`config.mk`:
```
export PLATFORM = sky130hd
export DESIGN_NAME = mem_req_adapter
export DESIGN_NICKNAME = d
export VERILOG_FILES = /design/src/rtl/mem_req_adapter.sv
export SDC_FILE = /design/constraint.sdc
export NUM_CORES = 1
export LEC_CHECK = 0
export CAP_MARGIN = 10
export CORE_ASPECT_RATIO = 0.9
export CORE_MARGIN = 1
export CORE_UTILIZATION = 44
export CTS_CLUSTER_DIAMETER = 50
export DETAILED_ROUTE_END_ITERATION = 10
export PLACE_DENSITY = 0.77
export SLEW_MARGIN = 20
export SYNTH_ARGS = -nofsm -noshare
export SYNTH_HDL_FRONTEND = slang
export SYNTH_SLANG_ARGS = --single-unit
export TNS_END_PERCENT = 20
```
`constraint.sdc`:
```
create_clock -name clock -period 2.8 [get_ports clock]
set_input_delay 0.56 -clock clock [delete_from_list [all_inputs] [get_ports clock]]
set_output_delay 0.56 -clock clock [all_outputs]
set_load 0.1 [all_outputs]
```
`src/rtl/mem_req_adapter.sv`:
```
// mem_req_adapter: valid/ready request front-end for a 64-bit word SRAM with a
// W0 write port and an R0 read port. Requests become single-cycle SRAM strobes.
// In-order responses (including read data) are returned through a credit-limited
// response FIFO, so a stalled consumer never loses read data.
module mem_req_adapter #(
  parameter int          ADDR_W     = 28,
  parameter int          DATA_W     = 64,
  parameter int          ID_W       = 4,
  parameter int          MASK_W     = DATA_W / 8,
  parameter logic [63:0] BASE_ADDR  = 64'h8000_0000,
  parameter int          RESP_DEPTH = 4
) (
  input  logic              clock,
  input  logic              reset_n,
  // request stream
  input  logic              req_valid,
  output logic              req_ready,
  input  logic              req_write,
  input  logic [63:0]       req_addr,
  input  logic [DATA_W-1:0] req_data,
  input  logic [MASK_W-1:0] req_mask,
  input  logic [ID_W-1:0]   req_id,
  // response stream
  output logic              resp_valid,
  input  logic              resp_ready,
  output logic              resp_write,
  output logic              resp_err,
  output logic [DATA_W-1:0] resp_data,
  output logic [ID_W-1:0]   resp_id,
  // SRAM write port
  output logic              W0_en,
  output logic [ADDR_W-1:0] W0_addr,
  output logic [DATA_W-1:0] W0_data,
  output logic [MASK_W-1:0] W0_mask,
  // SRAM read port
  output logic              R0_en,
  output logic [ADDR_W-1:0] R0_addr,
  input  logic [DATA_W-1:0] R0_data
);

  localparam int PTR_W = (RESP_DEPTH > 1) ? $clog2(RESP_DEPTH) : 1;
  localparam int CNT_W = $clog2(RESP_DEPTH + 1);
  localparam int OCC_W = CNT_W + 1;

  typedef struct packed {
    logic              write;
    logic              err;
    logic [ID_W-1:0]   id;
    logic [DATA_W-1:0] data;
  } resp_t;

  // ---------------------------------------------------------------------------
  // Address decode
  // ---------------------------------------------------------------------------
  logic [63:0] off;
  logic        below_base;
  logic        out_of_range;
  logic        misaligned;
  logic        fault;

  assign off          = req_addr - BASE_ADDR;
  assign below_base   = (req_addr < BASE_ADDR);
  assign out_of_range = |off[63:ADDR_W+3];
  // BASE_ADDR maps to word 0, so it is word aligned and off[2:0] == req_addr[2:0].
  assign misaligned   = |off[2:0];
  assign fault        = below_base | out_of_range | misaligned;

  // ---------------------------------------------------------------------------
  // Credits: every accepted request owns a slot until its response is consumed.
  // Only registered state feeds req_ready; reset_n forces it low during reset.
  // ---------------------------------------------------------------------------
  logic             s1_valid_q;
  logic             s1_write_q;
  logic             s1_err_q;
  logic [ID_W-1:0]  s1_id_q;
  logic             s1_is_read_q;
  logic [CNT_W-1:0] count_q, count_d, count_after_deq;
  logic [OCC_W-1:0] occ;
  logic             fire;

  assign occ       = OCC_W'(count_q) + OCC_W'(s1_valid_q);
  assign req_ready = reset_n && (occ < OCC_W'(RESP_DEPTH));
  assign fire      = req_valid && req_ready;

  // SRAM strobes are purely combinational in the accept cycle.
  assign W0_en   = fire && req_write && !fault;
  assign W0_addr = off[ADDR_W+2:3];
  assign W0_data = req_data;
  assign W0_mask = req_mask;
  assign R0_en   = fire && !req_write && !fault;
  assign R0_addr = off[ADDR_W+2:3];

  // Stage 1: remember what was accepted while the SRAM read is in flight.
  always_ff @(posedge clock or negedge reset_n) begin
    if (!reset_n) begin
      s1_valid_q   <= 1'b0;
      s1_write_q   <= 1'b0;
      s1_err_q     <= 1'b0;
      s1_id_q      <= '0;
      s1_is_read_q <= 1'b0;
    end else begin
      s1_valid_q   <= fire;
      s1_write_q   <= req_write;
      s1_err_q     <= fault;
      s1_id_q      <= req_id;
      s1_is_read_q <= fire && !req_write && !fault;
    end
  end

  // ---------------------------------------------------------------------------
  // Response FIFO. The head entry is mirrored into output registers, and that
  // entry stays counted in count_q until it is consumed.
  // ---------------------------------------------------------------------------
  resp_t            mem_q [RESP_DEPTH];
  resp_t            enq_entry;
  resp_t            resp_q, resp_d;
  logic             resp_valid_q, resp_valid_d;
  logic [PTR_W-1:0] wr_ptr_q, wr_ptr_d;
  logic [PTR_W-1:0] rd_ptr_q, rd_ptr_d;
  logic             enq;
  logic             deq;

  function automatic logic [PTR_W-1:0] ptr_inc(input logic [PTR_W-1:0] p);
    return (p == PTR_W'(RESP_DEPTH - 1)) ? '0 : p + PTR_W'(1);
  endfunction

  assign enq = s1_valid_q;
  assign deq = (count_q != '0) && resp_ready;

  // R0_data is sampled here, one cycle after R0_en, and frozen into the FIFO.
  assign enq_entry = '{write: s1_write_q,
                       err:   s1_err_q,
                       id:    s1_id_q,
                       data:  s1_is_read_q ? R0_data : '0};

  // Next pointers, count and the entry that will be presented next cycle.
  always_comb begin
    wr_ptr_d        = wr_ptr_q;
    rd_ptr_d        = rd_ptr_q;
    count_after_deq = count_q - CNT_W'(deq);
    count_d         = count_after_deq + CNT_W'(enq);
    resp_d          = '0;
    resp_valid_d    = (count_d != '0);
    if (enq) wr_ptr_d = ptr_inc(wr_ptr_q);
    if (deq) rd_ptr_d = ptr_inc(rd_ptr_q);
    if (count_after_deq != '0) begin
      resp_d = mem_q[rd_ptr_d];
    end else if (enq) begin
      // Queue drains this cycle: the new entry becomes the head directly.
      resp_d = enq_entry;
    end
  end

  // FIFO storage write; contents need no reset since count_q gates visibility.
  always_ff @(posedge clock) begin
    if (enq) mem_q[wr_ptr_q] <= enq_entry;
  end

  // FIFO control and registered response outputs.
  always_ff @(posedge clock or negedge reset_n) begin
    if (!reset_n) begin
      wr_ptr_q     <= '0;
      rd_ptr_q     <= '0;
      count_q      <= '0;
      resp_valid_q <= 1'b0;
      resp_q       <= '0;
    end else begin
      wr_ptr_q     <= wr_ptr_d;
      rd_ptr_q     <= rd_ptr_d;
      count_q      <= count_d;
      resp_valid_q <= resp_valid_d;
      resp_q       <= resp_d;
    end
  end

  assign resp_valid = resp_valid_q;
  assign resp_write = resp_q.write;
  assign resp_err   = resp_q.err;
  assign resp_data  = resp_q.data;
  assign resp_id    = resp_q.id;

  // The credit rule makes overflow unreachable; flag it loudly if it ever happens.
  fifo_no_overflow: assert property (@(posedge clock) disable iff (!reset_n)
    !(enq && !deq && (count_q == CNT_W'(RESP_DEPTH))));

endmodule

```
==> flow_summary.json <==
{
  "port_buffers": 182,
  "failed_checks": "negative setup slack",
  "crit_top_cell": "buf_6",
  "skew_ps": 22.6,
  "clockRootBuffer": "clkbuf_16",
  "tritoncts": "built",
  "die_h_um": 178,
  "synthCells": 1187,
  "path_clk_slew_ps": 60,
  "yosysSeqAreaShare": 0.699,
  "crit_type": "in2out",
  "end_kind": "output port",
  "crit_family": "simple AND/OR/NAND/NOR gates",
  "grtUsageTotal": 0.195,
  "place_area_um2": 16800,
  "fin_nets": 1502,
  "fin_crit_sh": 1.01,
  "layout_commonest_cell": "nand2_1",
  "rows": 63,
  "rsz0062_at_grt": "true",
  "syn-num-nets": 1405,
  "powerDensity_nw_per_um2": 1050,
  "drv_cap": 0,
  "grt_pass1_wl_mm": 52.3,
  "critical_path_required_ps": 2240,
  "drc_errors": 0,
  "final_cells": 1772,
  "dpl.cell_count": 1684,
  "core_area_um2": 33300,
  "synth_cell_type_count": 31,
  "viasPerCell": 5.21,
  "holdCritPathClass": "in2async",
  "slew_viol_final": 0,
  "die_area_um2": 35100,
  "fmax_mhz": 353,
  "cts-htree-levels": 2,
  "clock_latency_ps": 520,
  "yosys.area.top_type_share": 0.557,
  "cp_data_arrival_time_ps": 2270,
  "slowest_stage": "nor4_4",
  "yosys-top-cells-area": "edfxtp_1 (56%), dfrtp_1 (14%), nand2_1 (7.0%), buf_4 (6.8%), a21oi_1 (4.7%)",
  "synth_top_area_cell": "edfxtp_1",
  "ant_nets": 0,
  "place_congestion": 0.726,
  "path_buf_inv": 5,
  "holdBufCountCts": 0,
  "slowest_delay_ps": 330,
  "setup_viol": 1,
  "fin_tns_setup_ps": -30.0,
  "routedWlPerCell_um": 19.4,
  "clockBufferDepth": 3,
  "cts_buffers": 41,
  "syn-cell-area_um2": 15100,
  "setup.worst_path.start_class": "primary input",
  "dr.pass1.iters": 5,
  "status": "complete, but fails checks",
  "max-slew-margin-rel": 0.513,
  "worst_pin_slew_ps": 730,
  "ir_worst_vdd_mv": 0.822,
  "yosys_warnings": 0,
  "n_antenna_cell": 0,
  "die_w_um": 197,
  "stdcell_area_um2": 18400,
  "grt_max_degree": 87,
  "grt_pass1_vias": 9535,
  "antenna_found_initial": 0,
  "syn_area_per_cell_um2": 12.7,
  "vias": 9226,
  "layout-drive-gt1-share": 0.188,
  "fin_total_pwr_uw": 19300,
  "leakage_uw": 0.00765,
  "ys_ff_latch": 366,
  "ios": 411,
  "setup_slack_ps": -30.0,
  "overflow": 0,
  "hold_viol": 0,
  "post-route-min-period_ps": 2830,
  "wl_mm": 34.3,
  "crit_fanout": 4,
  "cts_sinks": 366,
  "worstPathCellList": "clkdlybuf4s15_1 -> nor4_2 -> nand4_1 -> buf_6 -> buf_6 -> nor2_4 -> nand4_1 -> buf_6 -> nor4_4 -> buf_12",
  "start_util": 0.453,
  "drtIter0Drc": 519,
  "area_delta_synth_final_pct": 21.9,
  "post-dp-hpwl_mm": 19.9,
  "mostFrequentLayoutCells": "nand2_1 (282), edfxtp_1 (280), a21oi_1 (141)",
  "post-place-ws_ps": -546
}
-- power by group --
group | internal (µW) | switching [µW] | leakage, µW
registers | 6370 | 226 | 0.00410
logic | 2070 | 5390 | 0.00288
clock network | 3220 | 2070 | 0.000669
total | 11700 | 7680 | 0.00765
-- layout make-up --
cell class / count / area, µm²
Fill cell: 2663 / 14900
Clock buffer: 63 / 1220
Clock inverter: 13 / 143
Timing Repair Buffer: 241 / 2340
Multi-Input combinational cell: 624 / 3540
Tap cell: 455 / 569
Sequential cell: 366 / 10600
Inverter: 10 / 40.0
-- Yosys cell counts --
cell type	count
mux2_2	1
nand2_1	283
buf_2	15
inv_2	1
inv_1	9
nor3b_1	1
buf_4	136
o31ai_4	1
ha_1	9
o31a_1	1
and2_1	69
a211o_1	70
a311oi_1	1
xnor2_1	3
or2b_1	1
clkbuf_1	36
nand4_1	4
a21oi_1	141
a2111oi_0	2
dfrtp_1	86
nand2b_1	4
nor4_2	1
nand3_1	3
o21ai_0	2
nor4_1	8
nor3_1	5
edfxtp_1	280
mux2i_2	1
or3_1	4
xor2_1	1
nor2_1	8
-- through the flow --
stage | hold WS [ps] | util
detailed placement | 509 | 0.503
floorplan | 264 | -
global route | 191 | 0.552
global placement | 502 | 0.503
finish | 151 | 0.552
CTS | 168 | 0.550
-- worst register-to-register path, cell delays in order (launching register included) --
cell and delay, ps:
dfrtp_1 450, o31ai_4 270, inv_1 70, ha_1 190, ha_1 200, xnor2_1 190, nand3_1 100, buf_4 170
nand2b_4 130, buf_12 220, a21oi_1 60, a211o_1 290
-- sequential cells by signal, indices dropped and copies added, names as in the netlist --
| register | count |
|---|---|
| count_q | 3 |
| resp_write | 1 |
| resp_valid | 1 |
| rd_ptr_q | 2 |
| resp_data | 64 |
| s1_is_read_q | 1 |
| s1_id_q | 4 |
| wr_ptr_q | 2 |
| resp_err | 1 |
| s1_err_q | 1 |
| resp_id | 4 |
| s1_write_q | 1 |
| mem_q | 280 |
| enq | 1 |
-- path summary, 6_finish.rpt --
check,slack (ps),to,from,cells after the start
min in group clock,490,s1_id_q[1]$_DFF_PN0_,req_id[1],1
min,150,resp_data[27]$_DFF_PN0_,reset_n,2
max,-30,R0_en,req_addr[45],10
min reg2reg,520,mem_q[3][65]$_DFFE_PP_,s1_id_q[1]$_DFF_PN0_,0
max in group asynchronous,1430,s1_is_read_q$_DFF_PN0_,reset_n,3
max reg2reg,340,resp_data[4]$_DFF_PN0_,count_q[0]$_DFF_PN0_,11
-- layer usage --
layer  wire, µm  up-vias  GRT usage
met5          0        -          0
met1      14300     4540      0.250
met4        991        0     0.0714
li1           -     4247          -
met2      16600      336      0.324
met3       2400      103     0.0439
-- repair_timing --
item                                    CTS  global route
resized for setup                        71            46
pin swaps                                19            19
endpoints found under the setup margin    2             2
buffers inserted                         11             4
-- cells by family after synthesis --
| kind of cell | count (synthesis) | synth area share |
|---|---|---|
| AO/OA/AOI/OAI | 218 | 0.0917 |
| XOR/XNOR | 4 | 0.00232 |
| adder cells (fa/ha/maj) | 9 | 0.00746 |
| buffers and inverters | 197 | 0.0840 |
| flip-flops | 366 | 0.699 |
| multiplexers | 2 | 0.00166 |
| AND/OR/NAND/NOR | 391 | 0.114 |
Note: power is estimated with default switching activity, not from simulation.
